File: src/rtl/bubble_timing_sequencer_if.sv
// bubble_timing_sequencer_if: host control inputs and timing outputs of the bubble timing sequencer
// Signals:
//   bubble_module_enable  active-low module enable (high forces shift/rep inactive, boot 0)
//   bubble_shift_enable   active-low shift request, asynchronous
//   replicator_enable     active-low replicate request, asynchronous
//   bootloop_enable       active-high page select request, asynchronous
//   clock_out             free-running divided clock
//   tick                  one-master-cycle sequencer tick strobe
//   coil_en               {+Y,-Y,-X,+X} coil drives, active-high
//   coil_run              high in START, RUN and STOP
//   position_change       high while +Y is driven alone
//   data_out_notice       detector clamp window
//   data_out_strobe       detector strobe window
//   position_latch        replicator window
//   page_select           synchronized bootloop
//   rotation_count        completed rotations since reset, wrapping
// Modports: master drives the requests and observes timing; slave is the sequencer.
interface bubble_timing_sequencer_if #(
    parameter int ROT_W = 16
);
    logic             bubble_module_enable;
    logic             bubble_shift_enable;
    logic             replicator_enable;
    logic             bootloop_enable;
    logic             clock_out;
    logic             tick;
    logic [3:0]       coil_en;
    logic             coil_run;
    logic             position_change;
    logic             data_out_notice;
    logic             data_out_strobe;
    logic             position_latch;
    logic             page_select;
    logic [ROT_W-1:0] rotation_count;

    modport master (
        output bubble_module_enable, bubble_shift_enable, replicator_enable, bootloop_enable,
        input  clock_out, tick, coil_en, coil_run, position_change, data_out_notice,
               data_out_strobe, position_latch, page_select, rotation_count
    );

    modport slave (
        input  bubble_module_enable, bubble_shift_enable, replicator_enable, bootloop_enable,
        output clock_out, tick, coil_en, coil_run, position_change, data_out_notice,
               data_out_strobe, position_latch, page_select, rotation_count
    );
endinterface

File: src/rtl/bubble_timing_sequencer.sv
// bubble_timing_sequencer: coil-drive and sense timing generator for the bubble memory emulator
// Ports:
//   master_clock  48 MHz system clock
//   reset_n       asynchronous active-low reset
//   bus           bubble_timing_sequencer_if.slave: host requests in, coil/window/page/rotation outputs
// Divides master_clock into a sequencer tick and clock_out, synchronizes the host requests on tick,
// runs the IDLE/START/RUN/STOP coil state machine and derives the sense windows from the phase.
module bubble_timing_sequencer #(
    parameter int TICK_DIV     = 4,
    parameter int CLKOUT_DIV   = 12,
    parameter int SYNC_STAGES  = 3,
    parameter int PERIOD       = 120,
    parameter int OVERLAP      = 3,
    parameter int START_LEN    = 2,
    parameter int STOP_LEN     = 29,
    parameter int CLAMP_START  = 36,
    parameter int STROBE_START = 58,
    parameter int STROBE_LEN   = 16,
    parameter int REP_START    = 1,
    parameter int REP_LEN      = 3,
    parameter int ROT_W        = 16
) (
    input logic                      master_clock,
    input logic                      reset_n,
    bubble_timing_sequencer_if.slave bus
);
    localparam int Q       = PERIOD / 4;
    localparam int PH_W    = $clog2(PERIOD);
    localparam int CNT_MAX = (START_LEN > STOP_LEN) ? START_LEN : STOP_LEN;
    localparam int CNT_W   = $clog2(CNT_MAX + 1);
    localparam int TD_W    = $clog2(TICK_DIV);
    localparam int CK_W    = $clog2(CLKOUT_DIV);
    localparam logic [TD_W-1:0]  TD_LAST    = TD_W'(TICK_DIV - 1);
    localparam logic [CK_W-1:0]  CK_LAST    = CK_W'(CLKOUT_DIV / 2 - 1);
    localparam logic [PH_W-1:0]  PH_LAST    = PH_W'(PERIOD - 1);
    localparam logic [CNT_W-1:0] START_LAST = CNT_W'(START_LEN - 1);
    localparam logic [CNT_W-1:0] STOP_LAST  = CNT_W'(STOP_LEN - 1);
    // Coil of each quadrant in rotation order -X, -Y, +X, +Y ({+Y,-Y,-X,+X}).
    localparam logic [3:0] SEQ [4] = '{4'b0010, 4'b0100, 4'b0001, 4'b1000};

    if (CLAMP_START > STROBE_START || STROBE_START + STROBE_LEN > PERIOD ||
        REP_START + REP_LEN > PERIOD || PERIOD % 4 != 0) begin : g_bad_params
        $error("bubble_timing_sequencer: inconsistent timing parameters");
    end

    typedef enum logic [1:0] {IDLE, START, RUN, STOP} state_t;

    state_t           state, state_nx;
    logic [PH_W-1:0]  ph, ph_nx;
    logic [CNT_W-1:0] cnt, cnt_nx;
    logic             rep_hold, rep_nx;
    logic [ROT_W-1:0] rot_nx;
    logic [TD_W-1:0]  div_cnt;
    logic [CK_W-1:0]  ck_cnt;
    logic [3:0]       sync [SYNC_STAGES-1];
    logic [3:0]       req;
    logic             shift_a, rep_a, boot_a;
    int               p;
    logic [1:0]       k;
    logic             ov, run;
    logic [3:0]       coil_nx;
    logic             notice_nx, strobe_nx, latch_nx;

    // Free-running dividers, independent of the sequencer state.
    always_ff @(posedge master_clock or negedge reset_n) begin
        if (!reset_n) begin
            div_cnt       <= '0;
            ck_cnt        <= '0;
            bus.tick      <= 1'b0;
            bus.clock_out <= 1'b1;
        end else begin
            div_cnt       <= (div_cnt == TD_LAST) ? '0 : div_cnt + 1'b1;
            ck_cnt        <= (ck_cnt == CK_LAST) ? '0 : ck_cnt + 1'b1;
            bus.tick      <= div_cnt == TD_LAST;
            bus.clock_out <= (ck_cnt == CK_LAST) ? ~bus.clock_out : bus.clock_out;
        end
    end

    // The tick-enabled state/output registers act as the last synchronizer stage,
    // so SYNC_STAGES-1 explicit stages precede them. Packing: {module_n, shift_n, rep_n, boot}.
    always_ff @(posedge master_clock or negedge reset_n) begin
        if (!reset_n) begin
            for (int i = 0; i < SYNC_STAGES - 1; i++) sync[i] <= 4'b1110;
        end else if (bus.tick) begin
            sync[0] <= {bus.bubble_module_enable, bus.bubble_shift_enable,
                        bus.replicator_enable, bus.bootloop_enable};
            for (int i = 1; i < SYNC_STAGES - 1; i++) sync[i] <= sync[i-1];
        end
    end

    assign req     = sync[SYNC_STAGES-2];
    assign shift_a = ~req[3] & ~req[2];
    assign rep_a   = ~req[3] & ~req[1];
    assign boot_a  = ~req[3] & req[0];

    always_comb begin
        state_nx = state;
        ph_nx    = ph;
        cnt_nx   = cnt;
        rot_nx   = bus.rotation_count;
        case (state)
            IDLE: begin
                ph_nx = '0;
                if (shift_a) begin
                    state_nx = START;
                    cnt_nx   = '0;
                end
            end
            START: begin
                if (cnt == START_LAST) begin
                    state_nx = RUN;
                    ph_nx    = '0;
                end else begin
                    cnt_nx = cnt + 1'b1;
                end
            end
            RUN: begin
                if (ph == PH_LAST) begin
                    // A started rotation always completes before a stop is honoured.
                    rot_nx = bus.rotation_count + 1'b1;
                    ph_nx  = '0;
                    if (!shift_a) begin
                        state_nx = STOP;
                        cnt_nx   = '0;
                    end
                end else begin
                    ph_nx = ph + 1'b1;
                end
            end
            STOP: begin
                if (shift_a) begin
                    state_nx = RUN;
                    ph_nx    = '0;
                end else if (cnt == STOP_LAST) begin
                    state_nx = IDLE;
                end else begin
                    cnt_nx = cnt + 1'b1;
                end
            end
            default: state_nx = IDLE;
        endcase
        // Replicate request is captured as each rotation begins and held for it.
        rep_nx = (state_nx == RUN && ph_nx == '0) ? rep_a : rep_hold;
    end

    // Outputs are decoded from the next state/phase so the registered outputs line up with them.
    always_comb begin
        p         = int'(ph_nx);
        run       = state_nx == RUN;
        k         = (p >= 3 * Q) ? 2'd3 : (p >= 2 * Q) ? 2'd2 : (p >= Q) ? 2'd1 : 2'd0;
        ov        = (p - int'(k) * Q) >= Q - OVERLAP;
        coil_nx   = run ? (SEQ[k] | (ov ? SEQ[k + 2'd1] : 4'b0000))
                        : (state_nx == IDLE ? 4'b0000 : 4'b0010);
        notice_nx = run && p >= CLAMP_START && p <= STROBE_START + STROBE_LEN - 1;
        strobe_nx = run && p >= STROBE_START && p <= STROBE_START + STROBE_LEN - 1;
        latch_nx  = run && rep_nx && p >= REP_START && p <= REP_START + REP_LEN - 1;
    end

    always_ff @(posedge master_clock or negedge reset_n) begin
        if (!reset_n) begin
            state               <= IDLE;
            ph                  <= '0;
            cnt                 <= '0;
            rep_hold            <= 1'b0;
            bus.coil_en         <= '0;
            bus.coil_run        <= 1'b0;
            bus.position_change <= 1'b0;
            bus.data_out_notice <= 1'b0;
            bus.data_out_strobe <= 1'b0;
            bus.position_latch  <= 1'b0;
            bus.page_select     <= 1'b0;
            bus.rotation_count  <= '0;
        end else if (bus.tick) begin
            state               <= state_nx;
            ph                  <= ph_nx;
            cnt                 <= cnt_nx;
            rep_hold            <= rep_nx;
            bus.coil_en         <= coil_nx;
            bus.coil_run        <= state_nx != IDLE;
            bus.position_change <= coil_nx == 4'b1000;
            bus.data_out_notice <= notice_nx;
            bus.data_out_strobe <= strobe_nx;
            bus.position_latch  <= latch_nx;
            bus.page_select     <= boot_a;
            bus.rotation_count  <= rot_nx;
        end
    end
endmodule

File: src/flat_wrapper.sv
// flat-port wrapper written by rule: the top's interface ports become plain ports
module bubble_timing_sequencer_flat 
#(
    parameter int TICK_DIV     = 4,
    parameter int CLKOUT_DIV   = 12,
    parameter int SYNC_STAGES  = 3,
    parameter int PERIOD       = 120,
    parameter int OVERLAP      = 3,
    parameter int START_LEN    = 2,
    parameter int STOP_LEN     = 29,
    parameter int CLAMP_START  = 36,
    parameter int STROBE_START = 58,
    parameter int STROBE_LEN   = 16,
    parameter int REP_START    = 1,
    parameter int REP_LEN      = 3,
    parameter int ROT_W        = 16
)
  (master_clock, reset_n, bus_bubble_module_enable, bus_bubble_shift_enable, bus_replicator_enable, bus_bootloop_enable, bus_clock_out, bus_tick, bus_coil_en, bus_coil_run, bus_position_change, bus_data_out_notice, bus_data_out_strobe, bus_position_latch, bus_page_select, bus_rotation_count);
  bubble_timing_sequencer_if #(.ROT_W(ROT_W)) bus_i ();
  input logic master_clock;
  input logic reset_n;
  input wire logic [$bits(bus_i.bubble_module_enable)-1:0] bus_bubble_module_enable;
  input wire logic [$bits(bus_i.bubble_shift_enable)-1:0] bus_bubble_shift_enable;
  input wire logic [$bits(bus_i.replicator_enable)-1:0] bus_replicator_enable;
  input wire logic [$bits(bus_i.bootloop_enable)-1:0] bus_bootloop_enable;
  output wire logic [$bits(bus_i.clock_out)-1:0] bus_clock_out;
  output wire logic [$bits(bus_i.tick)-1:0] bus_tick;
  output wire logic [$bits(bus_i.coil_en)-1:0] bus_coil_en;
  output wire logic [$bits(bus_i.coil_run)-1:0] bus_coil_run;
  output wire logic [$bits(bus_i.position_change)-1:0] bus_position_change;
  output wire logic [$bits(bus_i.data_out_notice)-1:0] bus_data_out_notice;
  output wire logic [$bits(bus_i.data_out_strobe)-1:0] bus_data_out_strobe;
  output wire logic [$bits(bus_i.position_latch)-1:0] bus_position_latch;
  output wire logic [$bits(bus_i.page_select)-1:0] bus_page_select;
  output wire logic [$bits(bus_i.rotation_count)-1:0] bus_rotation_count;
  assign bus_i.bubble_module_enable = bus_bubble_module_enable;
  assign bus_i.bubble_shift_enable = bus_bubble_shift_enable;
  assign bus_i.replicator_enable = bus_replicator_enable;
  assign bus_i.bootloop_enable = bus_bootloop_enable;
  assign bus_clock_out = bus_i.clock_out;
  assign bus_tick = bus_i.tick;
  assign bus_coil_en = bus_i.coil_en;
  assign bus_coil_run = bus_i.coil_run;
  assign bus_position_change = bus_i.position_change;
  assign bus_data_out_notice = bus_i.data_out_notice;
  assign bus_data_out_strobe = bus_i.data_out_strobe;
  assign bus_position_latch = bus_i.position_latch;
  assign bus_page_select = bus_i.page_select;
  assign bus_rotation_count = bus_i.rotation_count;
  bubble_timing_sequencer #(.TICK_DIV(TICK_DIV), .CLKOUT_DIV(CLKOUT_DIV), .SYNC_STAGES(SYNC_STAGES), .PERIOD(PERIOD), .OVERLAP(OVERLAP), .START_LEN(START_LEN), .STOP_LEN(STOP_LEN), .CLAMP_START(CLAMP_START), .STROBE_START(STROBE_START), .STROBE_LEN(STROBE_LEN), .REP_START(REP_START), .REP_LEN(REP_LEN), .ROT_W(ROT_W)) u_core (.master_clock(master_clock), .reset_n(reset_n), .bus(bus_i));
endmodule
File: config.mk
export PLATFORM = sky130hd
export DESIGN_NAME = bubble_timing_sequencer_flat
export DESIGN_NICKNAME = d
export VERILOG_FILES = /design/src/rtl/bubble_timing_sequencer_if.sv /design/src/rtl/bubble_timing_sequencer.sv /design/src/flat_wrapper.sv
export SDC_FILE = /design/constraint.sdc
export NUM_CORES = 1
export LEC_CHECK = 0
export ABC_AREA = 1
export CORE_MARGIN = 2
export CORE_UTILIZATION = 30
export DETAILED_ROUTE_END_ITERATION = 10
export HOLD_SLACK_MARGIN = 0.05
export MAX_ROUTING_LAYER = met4
export PLACE_DENSITY = 0.47
export SLEW_MARGIN = 20
export SYNTH_ARGS = -nofsm -noshare
export SYNTH_HDL_FRONTEND = slang
export SYNTH_SLANG_ARGS = --single-unit
File: constraint.sdc
create_clock -name master_clock -period 4.1 [get_ports master_clock]
set_input_delay 0.82 -clock master_clock [delete_from_list [all_inputs] [get_ports master_clock]]
set_output_delay 0.82 -clock master_clock [all_outputs]
set_load 0.01 [all_outputs]
==> flow_metrics.env, run 1 <==
export IMPL_diodes=0
export IMPL_drt_initial_drc_count=197
export IMPL_remaining_drc_errors=0
export IMPL_dpl_worst_slack_ns=-0.04442
export IMPL_overflow=0
export IMPL_die_area_mm2=0.01178
export IMPL_portBuffers=33
export IMPL_hold_viol=0
export IMPL_cts_tree="built"
export IMPL_crit_start="u_core.ph[1]"
export IMPL_timing_worst_setup_path_type="reg2reg"
export IMPL_min_to="u_core.div_cnt[0]"
export IMPL_power_density_mw_per_mm2=272.3
export IMPL_cp_data_arrival_time_ns=4.13
export IMPL_hold_start="u_core.div_cnt[0]"
export IMPL_worstSetupStartpointType="register"
export IMPL_hold_path_class="reg2reg"
export IMPL_ioPinCount=34
export IMPL_finalSetupViolations=0
export IMPL_maxCapViolCount=0
export IMPL_vias=2999
export IMPL_vdd_drop_max_v=0.0001521
export IMPL_max_stage_delay_ns=0.42
export IMPL_setup_slack_ns=0.2469
export IMPL_wire_per_inst_um=12.64
export IMPL_syn_cell_area_mm2=0.003277
export IMPL_grt_max_degree=42
export IMPL_grt_first_pass_wirelength_um=13250
export IMPL_timing_rr_start="u_core.ph[1]"
export IMPL_worstMarginPinSlew_ns=0.9161
export IMPL_layout_drive_gt1_share_pct=27.54
export IMPL_path_max_fanout=6
export IMPL_rr_endpoint="u_core.bus.position_change"
export IMPL_synth_edf_count=0
export IMPL_reg2reg_depth=30
export IMPL_place_gp_congestion=0.8761
export IMPL_fmax_mhz=259.5
export IMPL_path_clk_slew_ns=0.07
export IMPL_synth_avg_cell_area_um2=8.131
export IMPL_fp_dieW_um=108.5
export IMPL_start_util_pct=30.50
export IMPL_clkPwrFrac_pct=52.3
export IMPL_syn_to_final_growth_pct=40.32
export IMPL_num_rows=38
export IMPL_yosys_warnings=0
export IMPL_required_ns=4.38
export IMPL_cp_common_cell="nand2_1"
export IMPL_p_leak_nw=2.222
export IMPL_die_height_um=108.5
export IMPL_final_common_cell="nand2_1"
export IMPL_track_usage_pct=14.84
export IMPL_cts_hold_fix_buffers=0
export IMPL_htreeDepth=3
export IMPL_grt_pass1_vias=2808
export IMPL_clockRootBuffer="clkbuf_8"
export IMPL_cts_buffers=9
export IMPL_switchingPower_mw=0.2551
export IMPL_max_slew_margin_pct=38.93
export IMPL_antenna_left=0
export IMPL_ys_types=37
export IMPL_ys_seq_area_share_pct=43.80
export IMPL_clock_latency_ns=0.34
export IMPL_status="completed"
export IMPL_ys_async_sr_fraction_pct=100.0
export IMPL_cp_slowest_cell="fa_1"
export IMPL_period_share_pct=93.98
export IMPL_swShare_pct=20.37
export IMPL_power_frac_comb_pct=2.0
export IMPL_fin_hold_ws_ns=0.4383
export IMPL_yosys_most_used_dff="dfrtp_1"
export IMPL_firstDrtPassIters=5
export IMPL_ys_ff_latch=57
export IMPL_wl_um=8101
export IMPL_finalClockSkew_ns=0.004773
export IMPL_total_power_mw=1.252
export IMPL_critPathCaptureType="register"
export IMPL_syn_inst=403
export IMPL_fin_nets=521
export IMPL_via_per_inst=4.679
export IMPL_core_mm2=0.01075
export IMPL_fin_crit_ns=3.853
export IMPL_tns_ns=0
export IMPL_reg2reg_slack_ns=0.25
export IMPL_seqPwrFrac_pct=45.7
export IMPL_slew_viol_final=0
export IMPL_synth_net_count=428
export IMPL_layout_common_cells="nand2_1 (95), buf_4 (53), dfrtp_1 (48)"
export IMPL_clk_path_buf_depth=2
export IMPL_utilization_pct=42.79
export IMPL_p_int_mw=0.9970
export IMPL_place_hpwl_um=5929
export IMPL_hold_path_depth=1
export IMPL_clock_sinks=57
export IMPL_antenna_found_initial=0
==> synth_stat cells, types with 2 or more instances <==
cell type,count,share of area [%]
fa_1,2,1.2
o21bai_1,2,0.46
nor2_1,34,3.9
clkbuf_1,5,0.57
dfstp_2,7,5.6
nor2_4,3,1.0
a31oi_1,2,0.38
a21oi_1,20,3.1
nand4_1,6,1.1
xor2_1,8,2.1
nor4_1,2,0.38
xnor2_1,6,1.6
nand3b_1,3,0.69
nand3_1,34,5.2
nand2_1,105,12
dfrtp_1,50,38
nor2_2,3,0.57
ha_1,17,6.5
nand2_2,4,0.76
and3_1,2,0.38
o21ai_0,22,3.4
nor3_1,6,0.92
inv_1,44,5.0
inv_2,2,0.23
nor4_2,2,0.76
==> flip-flops by register name, indices dropped and copies added, names as in the netlist <==
signal                      flops
u_core.ck_cnt                   4
u_core.bus.data_out_notice      1
u_core.state                    2
u_core.bus.page_select          1
u_core.bus.position_change      1
u_core.ph                       7
u_core.req                      4
u_core.bus.rotation_count      16
u_core.sync                     4
u_core.bus.coil_en              4
u_core.div_cnt                  2
u_core.bus.clock_out            1
u_core.bus.data_out_strobe      1
u_core.bus.coil_run             1
u_core.cnt                      5
u_core.bus.tick                 1
u_core.rep_hold                 1
u_core.bus.position_latch       1
==> cell type report <==
| type | count | area (um^2) |
|---|---|---|
| Fill cell | 1136 | 6147 |
| Inverter | 46 | 172.7 |
| Tap cell | 140 | 175.2 |
| Clock buffer | 11 | 141.4 |
| Multi-Input combinational cell | 293 | 1812 |
| Timing Repair Buffer | 89 | 757.0 |
| Sequential cell | 57 | 1438 |
| Clock inverter | 5 | 102.6 |
==> worst max-delay path, delay by kind of cell (launching register included) <==
family,cells,cell delay (ns)
adders and majority gates,4,1.10
buffers and inverters,2,0.28
AOI/OAI and AO/OA,3,0.41
and+or+nand+nor,21,1.65
DFF,1,0.35
==> power by group through the flow <==
stage          clock, mW  sequential (mW)  combinational [mW]
3_3_place_gp           0            0.583              0.0259
3_5_place_dp           0            0.583              0.0264
5_1_grt            0.695            0.573              0.0300
4_1_cts            0.674            0.573              0.0264
6_report           0.654            0.573              0.0251
2_1_floorplan          0            0.582             0.00582
==> how the worst max path moves through the flow <==
stage | depth (start not counted) | endpoint | slack (ns)
after floorplan | 30 | u_core.bus.position_change | 0.01
after global placement | 30 | u_core.bus.position_change | 0.04
after detailed placement | 30 | u_core.bus.position_change | -0.04
after CTS | 28 | u_core.bus.position_change | 0.02
after global routing | 31 | u_core.bus.position_change | -0.03
final | 30 | u_core.bus.position_change | 0.25
==> per-layer routing <==
metal | up-vias | share of wire [%] | global-route usage [%] | wire length, um
li1 | 1496 | - | - | -
met3 | 13 | 3.9 | 3.737 | 314
met2 | 54 | 49 | 23.79 | 3929
met1 | 1436 | 46 | 18.60 | 3744
met5 | - | 0 | - | 0
met4 | 0 | 1.4 | 4.212 | 112
==> through the flow <==
| stage | instance area, um^2 | cells |
|---|---|---|
| floorplan | 3281 | 403 |
| global placement | 4096 | 616 |
| detailed placement | 4096 | 616 |
| CTS | 4345 | 632 |
| global route | 4598 | 641 |
| finish | 4598 | 641 |
==> timing repair <==
| action | in CTS | in global routing |
|---|---|---|
| setup endpoints to repair | 3 | 5 |
| buffers inserted | 0 | 9 |
| pin swaps | 0 | 21 |
| resized for setup | 2 | 47 |
==> kinds of logic after synthesis <==
group | count (synthesis) | share of synthesized area, %
AND/OR/NAND/NOR | 208 | 29.40
flip-flops | 57 | 43.80
buffers and inverters | 53 | 6.415
AO/OA/AOI/OAI | 50 | 8.133
adder cells (fa/ha/maj) | 19 | 7.713
XOR/XNOR | 15 | 4.238
multiplexers | 1 | 0.3055
No activity file was read; power rests on OpenSTA's default activity.
==> run 2: changes to the inputs <==
Settings changed: CORE_UTILIZATION 30 to 51, PLACE_DENSITY 0.47 to 0.74.
==> run 2 against run 1 <==
Against the previous run:
- combinational power hardly changed
- die area down 40%
- largest power group is now sequential cells
- count of clock-buffer cells in the layout stayed put
- sequential power barely moved
- power decreased by 9.2%
- register-to-register slack got worse by 0.06 ns
- highest routed layer unchanged
- clock skew rose by 0.0049 ns
==> flow_metrics.env, run 2 (same netlist as run 1, synthesis figures left out) <==
export IMPL_via_per_inst=5.212
export IMPL_fin_crit_ns=3.913
export IMPL_portBuffers=33
export IMPL_clockRootBuffer="clkbuf_8"
export IMPL_drt_initial_drc_count=179
export IMPL_vias=2924
export IMPL_grt_pass1_vias=2853
export IMPL_syn_to_final_growth_pct=32.00
export IMPL_cp_common_cell="nand2_1"
export IMPL_cts_buffers=9
export IMPL_final_common_cell="nand2_1"
export IMPL_largest_reg_flops=16
export IMPL_grt_max_degree=31
export IMPL_power_density_mw_per_mm2=262.8
export IMPL_cts_hold_fix_buffers=0
export IMPL_p_int_mw=0.8887
export IMPL_power_frac_comb_pct=2.2
export IMPL_instances_no_fill=561
export IMPL_overflow=0
export IMPL_switchingPower_mw=0.2481
export IMPL_die_area_mm2=0.007082
export IMPL_path_max_fanout=4
export IMPL_max_stage_delay_ns=0.41
export IMPL_slew_viol_final=0
export IMPL_critPathCaptureType="register"
export IMPL_seqPwrFrac_pct=50.4
export IMPL_worstMarginPinSlew_ns=0.6640
export IMPL_clock_latency_ns=0.35
export IMPL_remaining_drc_errors=0
export IMPL_p_leak_nw=2.145
export IMPL_wire_per_inst_um=13.60
export IMPL_core_mm2=0.006277
export IMPL_hold_viol=0
export IMPL_place_gp_congestion=0.9010
export IMPL_vdd_drop_max_v=0.0002241
export IMPL_grt_first_pass_wirelength_um=12650
export IMPL_fp_dieW_um=84.16
export IMPL_clkPwrFrac_pct=47.4
export IMPL_num_rows=29
export IMPL_layout_drive_gt1_share_pct=23.97
export IMPL_track_usage_pct=23.09
export IMPL_layout_common_cells="nand2_1 (99), dfrtp_1 (46), inv_1 (41)"
export IMPL_diodes=0
export IMPL_maxCapViolCount=0
export IMPL_required_ns=4.38
export IMPL_tns_ns=0
export IMPL_seq_area_mm2=0.001440
export IMPL_hold_path_class="reg2reg"
export IMPL_antenna_left=0
export IMPL_total_power_mw=1.137
export IMPL_worstSetupStartpointType="register"
export IMPL_dpl_cell_count=536
export IMPL_multi_input_area_mm2=0.001789
export IMPL_ioPinCount=34
export IMPL_finalClockSkew_ns=0.009625
export IMPL_clk_path_buf_depth=2
export IMPL_finalSetupViolations=0
export IMPL_place_hpwl_um=5423
export IMPL_max_slew_margin_pct=55.27
export IMPL_swShare_pct=21.82
export IMPL_fin_nets=504
export IMPL_status="completed"
export IMPL_firstDrtPassIters=4
export IMPL_top_regs="u_core.bus.rotation_count: 16 flops, u_core.ph: 7 flops, u_core.cnt: 5 flops"
export IMPL_regMostFlops="u_core.bus.rotation_count"
export IMPL_clock_sinks=57
export IMPL_timing_worst_setup_path_type="reg2reg"
export IMPL_period_share_pct=95.45
export IMPL_die_height_um=84.16
export IMPL_path_clk_slew_ns=0.06
export IMPL_antenna_found_initial=0
export IMPL_fillers=510
export IMPL_cp_data_arrival_time_ns=4.20
export IMPL_cts_tree="built"
export IMPL_wl_um=7632
export IMPL_htreeDepth=3
export IMPL_start_util_pct=52.20
export IMPL_cp_slowest_cell="fa_1"
export IMPL_fmax_mhz=255.5
## run 2: changes by cell type in the layout (fill, tap and decap cells not counted), moves of 2 or more
cell,delta
nand2_4,+2
ha_1,+2
dfrtp_2,+2
buf_6,-2
bufinv_16,-2
nand2_1,+4
dfrtp_1,-2
nand3_2,-2
buf_4,-15
clkinv_2,+2
nand3_1,+2
nand2_2,-6
## run 2: critical path, delay by kind of cell (launching register included)
family	cells	cell delay, ns
and+or+nand+nor	18	1.54
AOI/OAI and AO/OA	2	0.22
adders and majority gates	4	1.07
DFF	1	0.36
buffers and inverters	4	0.46
xor gates and xnor gates	1	0.16
## run 2: metrics by stage
step	hold slack [ns]	setup WS [ns]	utilization, %	instance area [um^2]
after global routing	0.4846	-0.06845	68.91	4325
after global placement	0.4167	0.1480	61.97	3890
final	0.4407	0.1866	68.91	4325
after detailed placement	0.4258	-0.03964	61.97	3890
after CTS	0.4419	0.001329	65.28	4098
after floorplan	0.4031	0.01148	-	3281
## run 2: path summary, 6_finish.rpt
| path | startpoint | end | slack (ns) | cells after the start |
|---|---|---|---|---|
| max | u_core.ph[1] | u_core.bus.position_change | 0.19 | 29 |
| min | u_core.div_cnt[0] | u_core.div_cnt[0] | 0.44 | 1 |
| max reg2reg | u_core.ph[1] | u_core.bus.position_change | 0.19 | 29 |
| min reg2reg | u_core.div_cnt[0] | u_core.div_cnt[0] | 0.44 | 1 |
| max in group asynchronous | reset_n | u_core.sync[6] | 2.76 | 2 |
| min in group asynchronous | reset_n | u_core.cnt[0] | 0.49 | 1 |
## run 2: repair_timing
action,CTS,global route
setup buffers,0,9
pin swaps,0,8
endpoints found under the setup margin,2,5
gates resized for setup,1,42
## run 2: layout make-up
class / instances / share of cell area [%]
Inverter: 46 / 3.992
Timing Repair Buffer: 72 / 14.38
Clock buffer: 11 / 3.500
Clock inverter: 5 / 1.244
Multi-Input combinational cell: 293 / 41.37
Sequential cell: 57 / 33.29
Tap cell: 77 / 2.227
## run 2: power by group through the flow
stage / clock network [mW] / logic (mW) / registers (mW)
2_1_floorplan: 0 / 0.00582 / 0.582
3_3_place_gp: 0 / 0.0248 / 0.583
3_5_place_dp: 0 / 0.0256 / 0.583
4_1_cts: 0.551 / 0.0259 / 0.573
5_1_grt: 0.570 / 0.0293 / 0.573
6_report: 0.539 / 0.0250 / 0.573
## run 2: layer usage
| metal | GRT usage [%] | routed length, um | vias up | part of all wire (%) |
|---|---|---|---|---|
| met5 | - | 0 | - | 0 |
| met4 | 7.331 | 150 | 0 | 2.0 |
| met3 | 5.998 | 287 | 15 | 3.8 |
| met2 | 37.52 | 3743 | 68 | 49 |
| met1 | 28.31 | 3450 | 1378 | 45 |
| li1 | - | - | 1463 | - |
==> run 3: changes to the inputs <==
Settings changed: TNS_END_PERCENT set to 100.
==> results of run 3 <==
Same layout as run 2: the final DEF is identical, and so are final timing and power.
